## src/rtl/connect_scan.sv

```systemverilog
// connect_scan: streaming Connect-N win detector over a full board scan.
// Takes one row per valid/ready beat (bottom row first) and keeps the last
// WIN_LEN-1 rows in a shift window. Every accepted row is checked for
// horizontal, vertical and (optional) diagonal lines. Results are sticky
// until the next start.
// Ports: clk, rst_n (async, active-low); start (restart pulse);
//   row_valid/row_ready/row_data (row stream, 2 bits per cell:
//   01=G 10=O 00=empty 11=illegal);
//   busy, done (scan status); g_win, o_win, win_row, bad_cell (results).
// Build option: define CONNECT_SCAN_DIAG_EN to include the diagonal checks.
module connect_scan #(
   parameter int COLS    = 7,
   parameter int ROWS    = 6,
   parameter int WIN_LEN = 4,
   parameter int RW      = $clog2(ROWS)
) (
   input  logic              clk,
   input  logic              rst_n,
   input  logic              start,
   input  logic              row_valid,
   output logic              row_ready,
   input  logic [2*COLS-1:0] row_data,
   output logic              busy,
   output logic              done,
   output logic              g_win,
   output logic              o_win,
   output logic [RW-1:0]     win_row,
   output logic              bad_cell
);

   localparam int OFFS = COLS - WIN_LEN + 1;
   localparam int BD   = WIN_LEN - 1;

   typedef enum logic [1:0] {IDLE, SCAN, DONE} state_e;

   state_e              state_q, state_d;
   logic [2*COLS-1:0]   buf_q [BD];
   logic [RW-1:0]       cnt_q;
   logic                g_win_q, o_win_q, bad_q;
   logic [RW-1:0]       win_row_q;

   logic                acc;
   logic                last;
   logic [2*COLS-1:0]   win [WIN_LEN];
   logic [OFFS-1:0]     hg, ho;
   logic [COLS-1:0]     vg, vo;
   logic                bad;
   logic                g_hit, o_hit;

   function automatic logic is_g(input logic [1:0] c);
      return c == 2'b01;
   endfunction

   function automatic logic is_o(input logic [1:0] c);
      return c == 2'b10;
   endfunction

   assign acc  = row_valid && (state_q == SCAN);
   assign last = (cnt_q == RW'(ROWS - 1));

   // win[0] is the incoming row, win[k] the row accepted k beats ago
   always_comb begin
      win[0] = row_data;
      for (int k = 1; k < WIN_LEN; k++) begin
         win[k] = buf_q[k-1];
      end
   end

   always_comb begin
      hg  = '1;
      ho  = '1;
      vg  = '1;
      vo  = '1;
      bad = 1'b0;
      for (int o = 0; o < OFFS; o++) begin
         for (int k = 0; k < WIN_LEN; k++) begin
            hg[o] = hg[o] & is_g(row_data[2*(o+k) +: 2]);
            ho[o] = ho[o] & is_o(row_data[2*(o+k) +: 2]);
         end
      end
      for (int c = 0; c < COLS; c++) begin
         for (int k = 0; k < WIN_LEN; k++) begin
            vg[c] = vg[c] & is_g(win[k][2*c +: 2]);
            vo[c] = vo[c] & is_o(win[k][2*c +: 2]);
         end
         bad = bad | (&row_data[2*c +: 2]);
      end
   end

`ifdef CONNECT_SCAN_DIAG_EN
   logic [OFFS-1:0] ug, uo, dg, dox;

   // u: column falls with age (rising toward newer rows to the right);
   // d: column rises with age
   always_comb begin
      ug  = '1;
      uo  = '1;
      dg  = '1;
      dox = '1;
      for (int o = 0; o < OFFS; o++) begin
         for (int k = 0; k < WIN_LEN; k++) begin
            ug[o]  = ug[o]  & is_g(win[k][2*(o+WIN_LEN-1-k) +: 2]);
            uo[o]  = uo[o]  & is_o(win[k][2*(o+WIN_LEN-1-k) +: 2]);
            dg[o]  = dg[o]  & is_g(win[k][2*(o+k) +: 2]);
            dox[o] = dox[o] & is_o(win[k][2*(o+k) +: 2]);
         end
      end
   end

   assign g_hit = (|hg) | (|vg) | (|ug) | (|dg);
   assign o_hit = (|ho) | (|vo) | (|uo) | (|dox);
`else
   assign g_hit = (|hg) | (|vg);
   assign o_hit = (|ho) | (|vo);
`endif

   always_comb begin
      state_d = state_q;
      unique case (state_q)
         IDLE: if (start) state_d = SCAN;
         SCAN: begin
            if (start)             state_d = SCAN;
            else if (acc && last)  state_d = DONE;
         end
         DONE: if (start) state_d = SCAN;
         default: state_d = IDLE;
      endcase
   end

   always_ff @(posedge clk or negedge rst_n) begin
      if (!rst_n) begin
         state_q <= IDLE;
      end else begin
         state_q <= state_d;
      end
   end

   always_ff @(posedge clk or negedge rst_n) begin
      if (!rst_n) begin
         for (int k = 0; k < BD; k++) buf_q[k] <= '0;
         cnt_q     <= '0;
         g_win_q   <= 1'b0;
         o_win_q   <= 1'b0;
         bad_q     <= 1'b0;
         win_row_q <= '0;
      end else if (start) begin
         for (int k = 0; k < BD; k++) buf_q[k] <= '0;
         cnt_q     <= '0;
         g_win_q   <= 1'b0;
         o_win_q   <= 1'b0;
         bad_q     <= 1'b0;
         win_row_q <= '0;
      end else if (acc) begin
         buf_q[0] <= row_data;
         for (int k = 1; k < BD; k++) buf_q[k] <= buf_q[k-1];
         cnt_q   <= cnt_q + RW'(1);
         g_win_q <= g_win_q | g_hit;
         o_win_q <= o_win_q | o_hit;
         bad_q   <= bad_q | bad;
         // freeze on the first winning beat
         if ((g_hit || o_hit) && !(g_win_q || o_win_q)) begin
            win_row_q <= cnt_q;
         end
      end
   end

   assign row_ready = (state_q == SCAN);
   assign busy      = (state_q == SCAN);
   assign done      = (state_q == DONE);
   assign g_win     = g_win_q;
   assign o_win     = o_win_q;
   assign win_row   = win_row_q;
   assign bad_cell  = bad_q;

endmodule

```

## config.mk

```make
export PLATFORM = sky130hd
export DESIGN_NAME = connect_scan
export DESIGN_NICKNAME = d
export VERILOG_FILES = /design/src/rtl/connect_scan.sv
export SDC_FILE = /design/constraint.sdc
export NUM_CORES = 1
export LEC_CHECK = 0
export BUFFER_PORTS_ARGS = -buffer_cell sky130_fd_sc_hd__buf_2
export CAP_MARGIN = 20
export CORE_AREA = 5 5 78 80
export CTS_CLUSTER_DIAMETER = 40
export DETAILED_ROUTE_END_ITERATION = 8
export DIE_AREA = 0 0 83 85
export GPL_ROUTABILITY_DRIVEN = 0
export HOLD_SLACK_MARGIN = 0.06
export PLACE_DENSITY = 0.68
export SLEW_MARGIN = 20
export SYNTH_ARGS = -nofsm -noshare
export SYNTH_HDL_FRONTEND = slang
export SYNTH_SLANG_ARGS = --single-unit
```

## constraint.sdc

```tcl
create_clock -name clk -period 3.68 [get_ports clk]
set_input_delay 0.368 -clock clk [delete_from_list [all_inputs] [get_ports clk]]
set_output_delay 0.368 -clock clk [all_outputs]
set_load 0.03 [all_outputs]
```

==> results of run 1 <==
## critical path, cell delays in order (launching register included)
cell and delay (ps):
dfrtp_1 420, nor4bb_1 360, nand4b_1 150, nand3_1 150
nor3_2 80, a2111oi_4 470, mux2i_1 240
## flip-flops by register name (all words and copies together) (netlist names)
| register | count |
|---|---|
| state_q | 2 |
| bad_cell | 1 |
| buf_q | 42 |
| o_win | 1 |
| cnt_q | 3 |
| win_row | 3 |
| g_win | 1 |
## path summary, 6_finish.rpt
kind	slack (ps)	from	to
max	1740	buf_q[28]$_DFFE_PN0P_	win_row[0]$_DFFE_PN0P_
min	60	rst_n	buf_q[9]$_DFFE_PN0P_
max reg2reg	1740	buf_q[28]$_DFFE_PN0P_	win_row[0]$_DFFE_PN0P_
min reg2reg	470	state_q[1]$_DFFE_PN0P_	state_q[0]$_DFFE_PN0P_
max in group asynchronous	2850	rst_n	buf_q[34]$_DFFE_PN0P_
min in group clk	330	row_data[11]	buf_q[39]$_DFFE_PN0P_
## logic make-up (layout without fill, tap and decap cells)
kind of cell	count (synthesis)	count (layout)	share of synthesized area (%)
muxes	3	3	1.12
DFF	53	53	49.6
xor gates and xnor gates	2	2	0.655
AOI/OAI and AO/OA	57	57	12.9
buffers and inverters	17	38	2.67
and+or+nand+nor	156	156	32.1
adders and majority gates	2	2	0.935
## cell type report
type / instances / share of cell area [%]
multi-input combinational: 220 / 43.6
sequential: 53 / 45.2
clock buffer: 6 / 2.47
timing repair buffer: 29 / 5.20
tap: 72 / 3.07
clock inverter: 2 / 0.341
inverter: 1 / 0.128
## stage by stage
stage | instances | instance area, sq um | total power, mW
2_1_floorplan | 290 | 2680 | 0.694
3_3_place_gp | 375 | 2850 | 0.740
3_5_place_dp | 375 | 2850 | 0.742
4_1_cts | 383 | 2930 | 1.06
5_1_grt | 383 | 2930 | 1.10
6_report | 383 | 2930 | 1.05
## routing by layer
metal	track usage (%)	share of wire, %	vias up
met3	2.91	3.6	7
met2	27.6	48	49
met4	6.24	0.98	0
met5	0	0	-
met1	23.5	47	1042
li1	-	-	1042
## power groups by stage
stage	Sequential (mW)	Clock (mW)	Combinational, mW
after floorplan	0.627	0	0.0666
after global placement	0.629	0	0.111
after detailed placement	0.630	0	0.113
after CTS	0.618	0.328	0.113
after global routing	0.622	0.353	0.127
final	0.618	0.319	0.112
## cells in the final DEF, fill, tap and decap left out, types with 4 or more instances in the layout
| master | instances |
|---|---|
| nand2_1 | 88 |
| buf_2 | 26 |
| nor4bb_1 | 12 |
| a21oi_1 | 47 |
| nor2_1 | 8 |
| and4bb_1 | 5 |
| nor2b_1 | 12 |
| nand3_1 | 4 |
| clkbuf_8 | 5 |
| nand4b_1 | 12 |
| dfrtp_1 | 53 |
| nand2b_1 | 6 |
==> impl_results.md, run 1 <==
- Worst-Skew Late Latency: 310 ps
- Ys Warns: 0
- Setup slack at placement: 1740 ps
- Standard-cell rows: 27
- Worst hold path type: in -> async
- Setup TNS: 0 ps
- Gr ovfl total: 0
- Lkg Pwr: 1.22 nW
- Sequential Power Share: 58.9%
- R2R depth: 6
- Post-synth top cells: nand2_1 (88), dfrtp_1 (53), a21oi_1 (47)
- Max-slew headroom: 35.3%
- Multi-input logic area: 1280 sq um
- Final Worst Setup Slack: 1740 ps
- Most numerous cell in the Yosys netlist: nand2_1
- Clk pin slew, worst setup/hold paths: 100 ps
- Vias in the first global route: 2137
- Synth Instances: 290
- Total setup buffers inserted after CTS: 0
- Total Wirelength: 5790 um
- Max VDD drop: 0.000206 V
- Internal power: 0.771 mW
- Clock buffer depth: 2
- Switching power: 0.278 mW
- Hold Buf Count CTS: 0
- Final Hold Fails: 0
- H-tree lvl count: 2
- Startpoint Class: register
- Iter 0 DRT Violations: 168
- Post-synthesis sequential element count: 53
- Switching Fraction: 26.5%
- Crit end category: register
- Hold Slack: 60.2 ps
- Post-CTS resize count: 0
- Post-DR vias/cell: 5.59
- Minimum clock period: 1940 ps
- Die Y: 85 um
- Register area share after synthesis: 49.6%
- Clk sinks: 53
- Cell taking the most area after synthesis: dfrtp_1
- Die area: 7060 sq um
- Share of the clock period used by the worst path: 52.8%
- FMAX: 515 MHz
- Req. time, crit path: 3910 ps
- Max capacitance violation total: 0
- Yosys cell types: 33
- Outcome: finished, final reports clean
- GR Util All Layers: 17.2%
- Final Core Density: 54.9%
- Via count: 2140
- TritonCTS clock tree: done
- Worst Path Arrival: 2170 ps
- Cell Area, Synth: 2680 sq um
- Syn_nets: 310
- Register area: 1330 sq um
- Die W: 83 um
- Final ANT Viol Nets: 0
- Avg WL per Cell: 15.1 um
- Layout cells sized above 1: 14.5%
- Post-synth top area share: 49.6%
- Clock share of power: 30.4%
- Final net count: 330
- PortBufs: 26
- Layout area overhead: 9.64%
- Worst slew pin tran: 971 ps
- First-pass GRT wire length: 9990 um
- Pwr/cell area: 358 nW/um^2
- Initial Util: 50.1%
- RSZ-0062 raised after global routing: no
- CORE AREA: 5340 sq um
- Max-slew violations: 0
- DR DRC count: 0
- Final setup vio count: 0
- Initial antenna violation count: 0
- Clock Skew: 7.59 ps
- Critical setup path kind: reg -> reg
- Top area cells in the synthesized netlist: dfrtp_1 (50%), nand2_1 (12%), a21oi_1 (8.8%), nor4bb_1 (4.5%), nand4b_1 (3.9%)
- Post-synth ARST share: 100%
- First-pass detailed-route iteration total: 5
- CTS root buf: clkbuf_8
- CTS Buf Count: 5
- Worst Path Max Fanout: 4
- Syn Area/Cell: 9.22 sq um
- Pin count of the biggest net entering global routing: 57
- Most used DFF post-synth: dfrtp_1
- Ports: 27
- Antenna diodes: 0
- Number of flops mapped to enable cells by yosys: 0
- Half-perimeter wire length after placement: 3950 um
- Layout filler cell count: 544
- Combinational power share: 10.7%
(Power assumes the default switching activity.)
==> inputs of run 2 (changes only) <==
==> constraint.sdc (replaced) <==
create_clock -name clk -period 1.92 [get_ports clk]
set_input_delay 0.192 -clock clk [delete_from_list [all_inputs] [get_ports clk]]
set_output_delay 0.192 -clock clk [all_outputs]
set_load 0.03 [all_outputs]
==> run 2 against run 1 <==
Clock power grew 100%. Design area grew 4.7%. Die area is the same. Critical path depth is the same. Register-to-register slack lost 1700 ps. Hold slack gained 82 ps. Global-route usage grew 0.13 points. Final cell count grew 1.3%. Maximum frequency grew 4.1%. Sequential power grew 93%. Critical path type unchanged. Critical endpoint unchanged. Largest power group unchanged. Highest routed layer unchanged.
==> impl_results.md, run 2 (synthesis results as in run 1) <==
- Vias in the first global route: 2071 (was 2137)
- Share of the clock period used by the worst path: 97.3% (was 52.8%)
- TritonCTS clock tree: done (unchanged)
- Worst hold path type: in -> reg (was in -> async)
- CTS root buf: clkbuf_8 (unchanged)
- Worst Path Arrival: 2110 ps (was 2170 ps)
- R2R depth: 6 (unchanged)
- Worst-Skew Late Latency: 310 ps (about the same)
- Initial antenna violation count: 0 (unchanged)
- Clock buffer depth: 2 (unchanged)
- Clock Skew: 10.5 ps (was 7.59 ps)
- Req. time, crit path: 2160 ps (was 3910 ps)
- Hold Path Sink: buf_q[35]$_DFFE_PN0P_
- Outcome: finished, final reports clean (unchanged)
- Lkg Pwr: 1.27 nW (was 1.22 nW)
- Antenna diodes: 0 (unchanged)
- Max-slew headroom: 59.5% (was 35.3%)
- Hold depth: 3
- DR DRC count: 0 (unchanged)
- Die Y: 85 um (unchanged)
- Reg2reg setup slack: 50 ps (was 1740 ps)
- Gr ovfl total: 0 (unchanged)
- Clk sinks: 53 (unchanged)
- Via count: 2128 (was 2140)
- CORE AREA: 5340 sq um (unchanged)
- Post-DR vias/cell: 5.48 (was 5.59)
- First-pass GRT wire length: 10200 um (was 9990 um)
- Crit end category: register (unchanged)
- Setup TNS: 0 ps (unchanged)
- Top Layer Used: met4 (unchanged)
- Startpoint Class: register (unchanged)
- Pwr/cell area: 671 nW/um^2 (was 358 nW/um^2)
- Final setup vio count: 0 (unchanged)
- GR Util All Layers: 17.3% (was 17.2%)
- Final ANT Viol Nets: 0 (unchanged)
- Die W: 83 um (unchanged)
- Final Hold Fails: 0 (unchanged)
- Minimum clock period: 1870 ps (was 1940 ps)
- Biggest register: buf_q (unchanged)
- Clk pin slew, worst setup/hold paths: 100 ps (about the same)
- Layout area overhead: 14.8% (was 9.64%)
- Max VDD drop: 0.000476 V (was 0.000206 V)
- CTS Buf Count: 5 (unchanged)
- RR Endpoint: win_row[0]$_DFFE_PN0P_ (unchanged)
- Critical setup path kind: reg -> reg (unchanged)
- Avg WL per Cell: 15.2 um (was 15.1 um)
- Standard-cell rows: 27 (unchanged)
- Die area: 7060 sq um (unchanged)
- Max FFs per register: 42 (unchanged)
- Final Worst Setup Slack: 52.4 ps (was 1740 ps)
- RSZ-0062 raised after global routing: yes (was no)
- Most common cell after layout, fill and taps aside: nand2_1 (unchanged)
- First-pass detailed-route iteration total: 4 (was 5)
- Worst Path Max Fanout: 3 (was 4)
- Post-Route M1 WL: 2840 um (was 2740 um)
- Ports: 27 (unchanged)
- Max capacitance violation total: 0 (unchanged)
- Met3 WL: 227 um (was 209 um)
- Setup slack at placement: 64.2 ps (was 1740 ps)
- Initial Util: 50.1% (unchanged)
- Met2 wire length: 2780 um (was 2790 um)
- H-tree lvl count: 2 (unchanged)
- Worst slew pin tran: 607 ps (was 971 ps)
- Final net count: 335 (was 330)
- Max-slew violations: 0 (unchanged)
- Layout cells sized above 1: 18.0% (was 14.5%)
- PortBufs: 26 (unchanged)
- Layout filler cell count: 532 (was 544)
- FMAX: 535 MHz (was 515 MHz)
- Iter 0 DRT Violations: 89 (was 168)
- Total Wirelength: 5910 um (was 5790 um)
- Hold Startpoint: row_data[7]
- Half-perimeter wire length after placement: 4100 um (was 3950 um)
- Pin count of the biggest net entering global routing: 49 (was 57)
- R2r startpoint: buf_q[1]$_DFFE_PN0P_ (was buf_q[28]$_DFFE_PN0P_)
- Most frequent cells in the layout: nand2_1 (88), dfrtp_1 (53), a21oi_1 (47) (unchanged)
[run 2: final cells by class]
type | count | area (sq um) | share of cell area (%)
inverters | 1 | 3.75 | 0.122
repair buffers | 34 | 230 | 7.50
clock buffers | 5 | 68.8 | 2.24
multi-input cells | 220 | 1330 | 43.3
clock inverters | 3 | 21.3 | 0.693
well taps | 72 | 90.1 | 2.93
flip-flops and latches | 53 | 1330 | 43.2
[run 2: power by group]
group          internal, mW  switching (mW)
Combinational        0.0890           0.144
Sequential             1.15          0.0355
Clock                 0.260           0.381
Total                  1.50           0.561
[run 2: worst max-delay path: stages, from the launching register on]
cell and delay, ps:
dfrtp_1 420, nor4bb_2 330, nand4b_1 150, nand3_1 130
nor3_2 70, a2111oi_4 470, mux2i_1 240
[run 2: repair_timing]
action	CTS	global route
endpoints found under the setup margin	0	3
resized for setup	0	8
hold endpoints to repair	23	0
hold buffers	1	0
buffers inserted	0	2
[run 2: metal layers]
layer | vias up | global-route usage [%]
met5 | - | 0
met4 | 0 | 4.01
met3 | 5 | 3.79
met2 | 38 | 29.2
met1 | 1029 | 22.9
li1 | 1056 | -
[run 2: worst max path at each step]
| stage | from | to | cells past startpoint |
|---|---|---|---|
| after CTS | buf_q[27]$_DFFE_PN0P_ | win_row[0]$_DFFE_PN0P_ | 6 |
| after global placement | buf_q[34]$_DFFE_PN0P_ | win_row[0]$_DFFE_PN0P_ | 6 |
| after detailed placement | buf_q[27]$_DFFE_PN0P_ | win_row[0]$_DFFE_PN0P_ | 6 |
| after floorplan | state_q[0]$_DFFE_PN0P_ | win_row[0]$_DFFE_PN0P_ | 4 |
| final | buf_q[1]$_DFFE_PN0P_ | win_row[0]$_DFFE_PN0P_ | 6 |
| after global routing | buf_q[24]$_DFFE_PN0P_ | win_row[1]$_DFFE_PN0P_ | 6 |
[run 2: per-stage QoR]
step / hold WS [ps] / utilization [%] / power, mW / area, sq um / std cells
floorplan: -104 / - / 1.33 / 2680 / 290
global placement: 213 / 54.4 / 1.43 / 2900 / 377
detailed placement: 208 / 54.4 / 1.44 / 2900 / 377
CTS: 136 / 56.3 / 2.08 / 3000 / 386
global route: 132 / 57.5 / 2.17 / 3070 / 388
finish: 142 / 57.5 / 2.06 / 3070 / 388
==> inputs of run 3 (changes only) <==
--- a/config.mk
+++ b/config.mk
@@ -13,6 +13,7 @@
 export DIE_AREA = 0 0 83 85
 export GPL_ROUTABILITY_DRIVEN = 0
 export HOLD_SLACK_MARGIN = 0.06
+export MAX_ROUTING_LAYER = met4
 export PLACE_DENSITY = 0.68
 export SLEW_MARGIN = 20
 export SYNTH_ARGS = -nofsm -noshare
==> run 3 against run 2 <==
Hold slack got worse by 1.7 ps. Wire length increased by 0.49%. Highest routed layer unchanged. Clock skew hardly changed. Utilization unchanged. Clock-buffer cell count did not move. Via count about the same. Largest cell class unchanged. Sequential share of layout area stayed put. First-iteration DRC count grew 27%. Maximum frequency fell by 0.24%. Register-to-register slack hardly changed.
==> impl_results.md, run 3 (synthesis results as in run 1) <==
- Max VDD drop: 0.000476 V (about the same)
- Max-slew violations: 0 (unchanged)
- Max FFs per register: 42 (unchanged)
- Standard-cell rows: 27 (unchanged)
- Outcome: finished, final reports clean (unchanged)
- H-tree lvl count: 2 (unchanged)
- Startpoint Class: register (unchanged)
- R2R depth: 6 (unchanged)
- Pwr/cell area: 672 nW/um^2 (was 671 nW/um^2)
- Avg WL per Cell: 15.3 um (was 15.2 um)
- First-pass GRT wire length: 10200 um (about the same)
- CORE AREA: 5340 sq um (unchanged)
- PortBufs: 26 (unchanged)
- Most common cell after layout, fill and taps aside: nand2_1 (unchanged)
- Worst hold path type: in -> reg (unchanged)
- DR DRC count: 0 (unchanged)
- Via count: 2126 (was 2128)
- TritonCTS clock tree: done (unchanged)
- Total Wirelength: 5940 um (was 5910 um)
- Crit end category: register (unchanged)
- Reg2reg setup slack: 50 ps (about the same)
- Layout filler cell count: 532 (unchanged)
- Die Y: 85 um (unchanged)
- Layout cells sized above 1: 18.0% (unchanged)
- Clock buffer depth: 2 (unchanged)
- Share of the clock period used by the worst path: 97.5% (was 97.3%)
- Max incr delay on CP: 470 ps (about the same)
- Gr ovfl total: 0 (unchanged)
- Final net count: 335 (unchanged)
- GR Util All Layers: 17.9% (was 17.3%)
- Slowest cell on crit path: a2111oi_4 (unchanged)
- Internal power: 1.50 mW (about the same)
- Die area: 7060 sq um (unchanged)
- Initial antenna violation count: 0 (unchanged)
- Final Hold Fails: 0 (unchanged)
- Final setup vio count: 0 (unchanged)
- Half-perimeter wire length after placement: 4100 um (unchanged)
- Ports: 27 (unchanged)
- Critical path's top delay family: simple AND/OR/NAND/NOR gates (unchanged)
- Max-slew headroom: 59.0% (was 59.5%)
- Minimum clock period: 1870 ps (about the same)
- Worst-Skew Late Latency: 310 ps (about the same)
- Setup slack at placement: 64.2 ps (unchanged)
- First-pass detailed-route iteration total: 4 (unchanged)
- Final instance area: 3070 sq um (unchanged)
- CTS root buf: clkbuf_8 (unchanged)
- Biggest register: buf_q (unchanged)
- Clk sinks: 53 (unchanged)
- Combinational power share: 11.3% (about the same)
- Hold Path Sink: buf_q[35]$_DFFE_PN0P_ (unchanged)
- Crit-path cells: nor4bb_2 > nand4b_1 > nand3_1 > nor3_2 > a2111oi_4 > mux2i_1 (unchanged)
- Switching Fraction: 27.3% (was 27.2%)
- Worst slew pin tran: 614 ps (was 607 ps)
- Initial Util: 50.1% (unchanged)
- Post-DR vias/cell: 5.48 (about the same)
- Max capacitance violation total: 0 (unchanged)
- Sequential Power Share: 57.6% (about the same)
- Req. time, crit path: 2160 ps (about the same)
- Hold Startpoint: row_data[7] (unchanged)
- Pin count of the biggest net entering global routing: 49 (unchanged)
- Worst Path Max Fanout: 3 (unchanged)
- Final ANT Viol Nets: 0 (unchanged)
- Final Worst Setup Slack: 47.9 ps (was 52.4 ps)
- Antenna diodes: 0 (unchanged)
- Worst Path Arrival: 2110 ps (about the same)
- RSZ-0062 raised after global routing: yes (unchanged)
- Iter 0 DRT Violations: 113 (was 89)
- Die W: 83 um (unchanged)
- Lkg Pwr: 1.27 nW (unchanged)
- RR Endpoint: win_row[0]$_DFFE_PN0P_ (unchanged)
- Vias in the first global route: 2079 (was 2071)
- Clock Skew: 10.4 ps (was 10.5 ps)
- Most frequent cells in the layout: nand2_1 (88), dfrtp_1 (53), a21oi_1 (47) (unchanged)
- R2r startpoint: buf_q[1]$_DFFE_PN0P_ (unchanged)
- Switching power: 0.562 mW (was 0.561 mW)
- Hold depth: 3 (unchanged)
- Post-DP Area: 2900 sq um (unchanged)
- Clock share of power: 31.1% (about the same)
- Clk pin slew, worst setup/hold paths: 100 ps (about the same)
- CP bufs+invs: 0 (unchanged)
- FMAX: 534 MHz (was 535 MHz)
- Critical setup path kind: reg -> reg (unchanged)
- CTS Buf Count: 5 (unchanged)
- Layout area overhead: 14.8% (unchanged)
run 3: cell counts in the layout (fill, tap and decap cells not counted):
Identical to the previous run, type by type.
run 3: layout make-up:
type                    count  area, sq um  share of cell area [%]
clock inverters             3         21.3                   0.693
inverters                   1         3.75                   0.122
clock buffers               5         68.8                    2.24
repair buffers             34          230                    7.50
multi-input cells         220         1330                    43.3
well taps                  72         90.1                    2.93
flip-flops and latches     53         1330                    43.2
run 3: what timing repair did:
item / in CTS / in global routing
hold endpoints to repair: 23 / 0
setup buffers: 0 / 2
resized for setup: 0 / 8
endpoints found under the setup margin: 0 / 3
hold buffers: 1 / 0
run 3: stage by stage:
step | instances | hold slack [ps] | total power, mW | utilization (%) | TNS (ps)
floorplan | 290 | -104 | 1.33 | - | 0
global placement | 377 | 213 | 1.43 | 54.4 | 0
detailed placement | 377 | 208 | 1.44 | 54.4 | 0
CTS | 386 | 136 | 2.08 | 56.3 | 0
global route | 388 | 129 | 2.17 | 57.5 | -56.2
finish | 388 | 141 | 2.06 | 57.5 | 0
run 3: worst reg2reg max path, stage by stage, from the launching register on:
cell	delay, ps
dfrtp_1	420
nor4bb_2	330
nand4b_1	150
nand3_1	120
nor3_2	70
a2111oi_4	470
mux2i_1	240
run 3: power groups by stage:
stage          sequential (mW)  combinational (mW)  clock, mW
6_report                  1.19               0.234      0.641
5_1_grt                   1.19               0.262      0.716
3_5_place_dp              1.21               0.231          0
4_1_cts                   1.19               0.233      0.659
2_1_floorplan             1.20               0.128          0
3_3_place_gp              1.21               0.228          0
run 3: how the worst max path moves through the flow:
stage,from,end,slack [ps],cells after the start
2_1_floorplan,state_q[0]$_DFFE_PN0P_,win_row[0]$_DFFE_PN0P_,40,4
3_3_place_gp,buf_q[34]$_DFFE_PN0P_,win_row[0]$_DFFE_PN0P_,120,6
3_5_place_dp,buf_q[27]$_DFFE_PN0P_,win_row[0]$_DFFE_PN0P_,60,6
4_1_cts,buf_q[27]$_DFFE_PN0P_,win_row[0]$_DFFE_PN0P_,50,6
5_1_grt,buf_q[24]$_DFFE_PN0P_,win_row[1]$_DFFE_PN0P_,-30,6
6_report,buf_q[1]$_DFFE_PN0P_,win_row[0]$_DFFE_PN0P_,50,6
run 3: metal layers:
metal / global-route usage (%) / vias to the layer above / part of all wire, %
met3: 3.98 / 4 / 3.2
met5: - / - / 0
met4: 4.01 / 0 / 0.52
met1: 23.1 / 1032 / 49
met2: 29.1 / 35 / 48
li1: - / 1055 / -
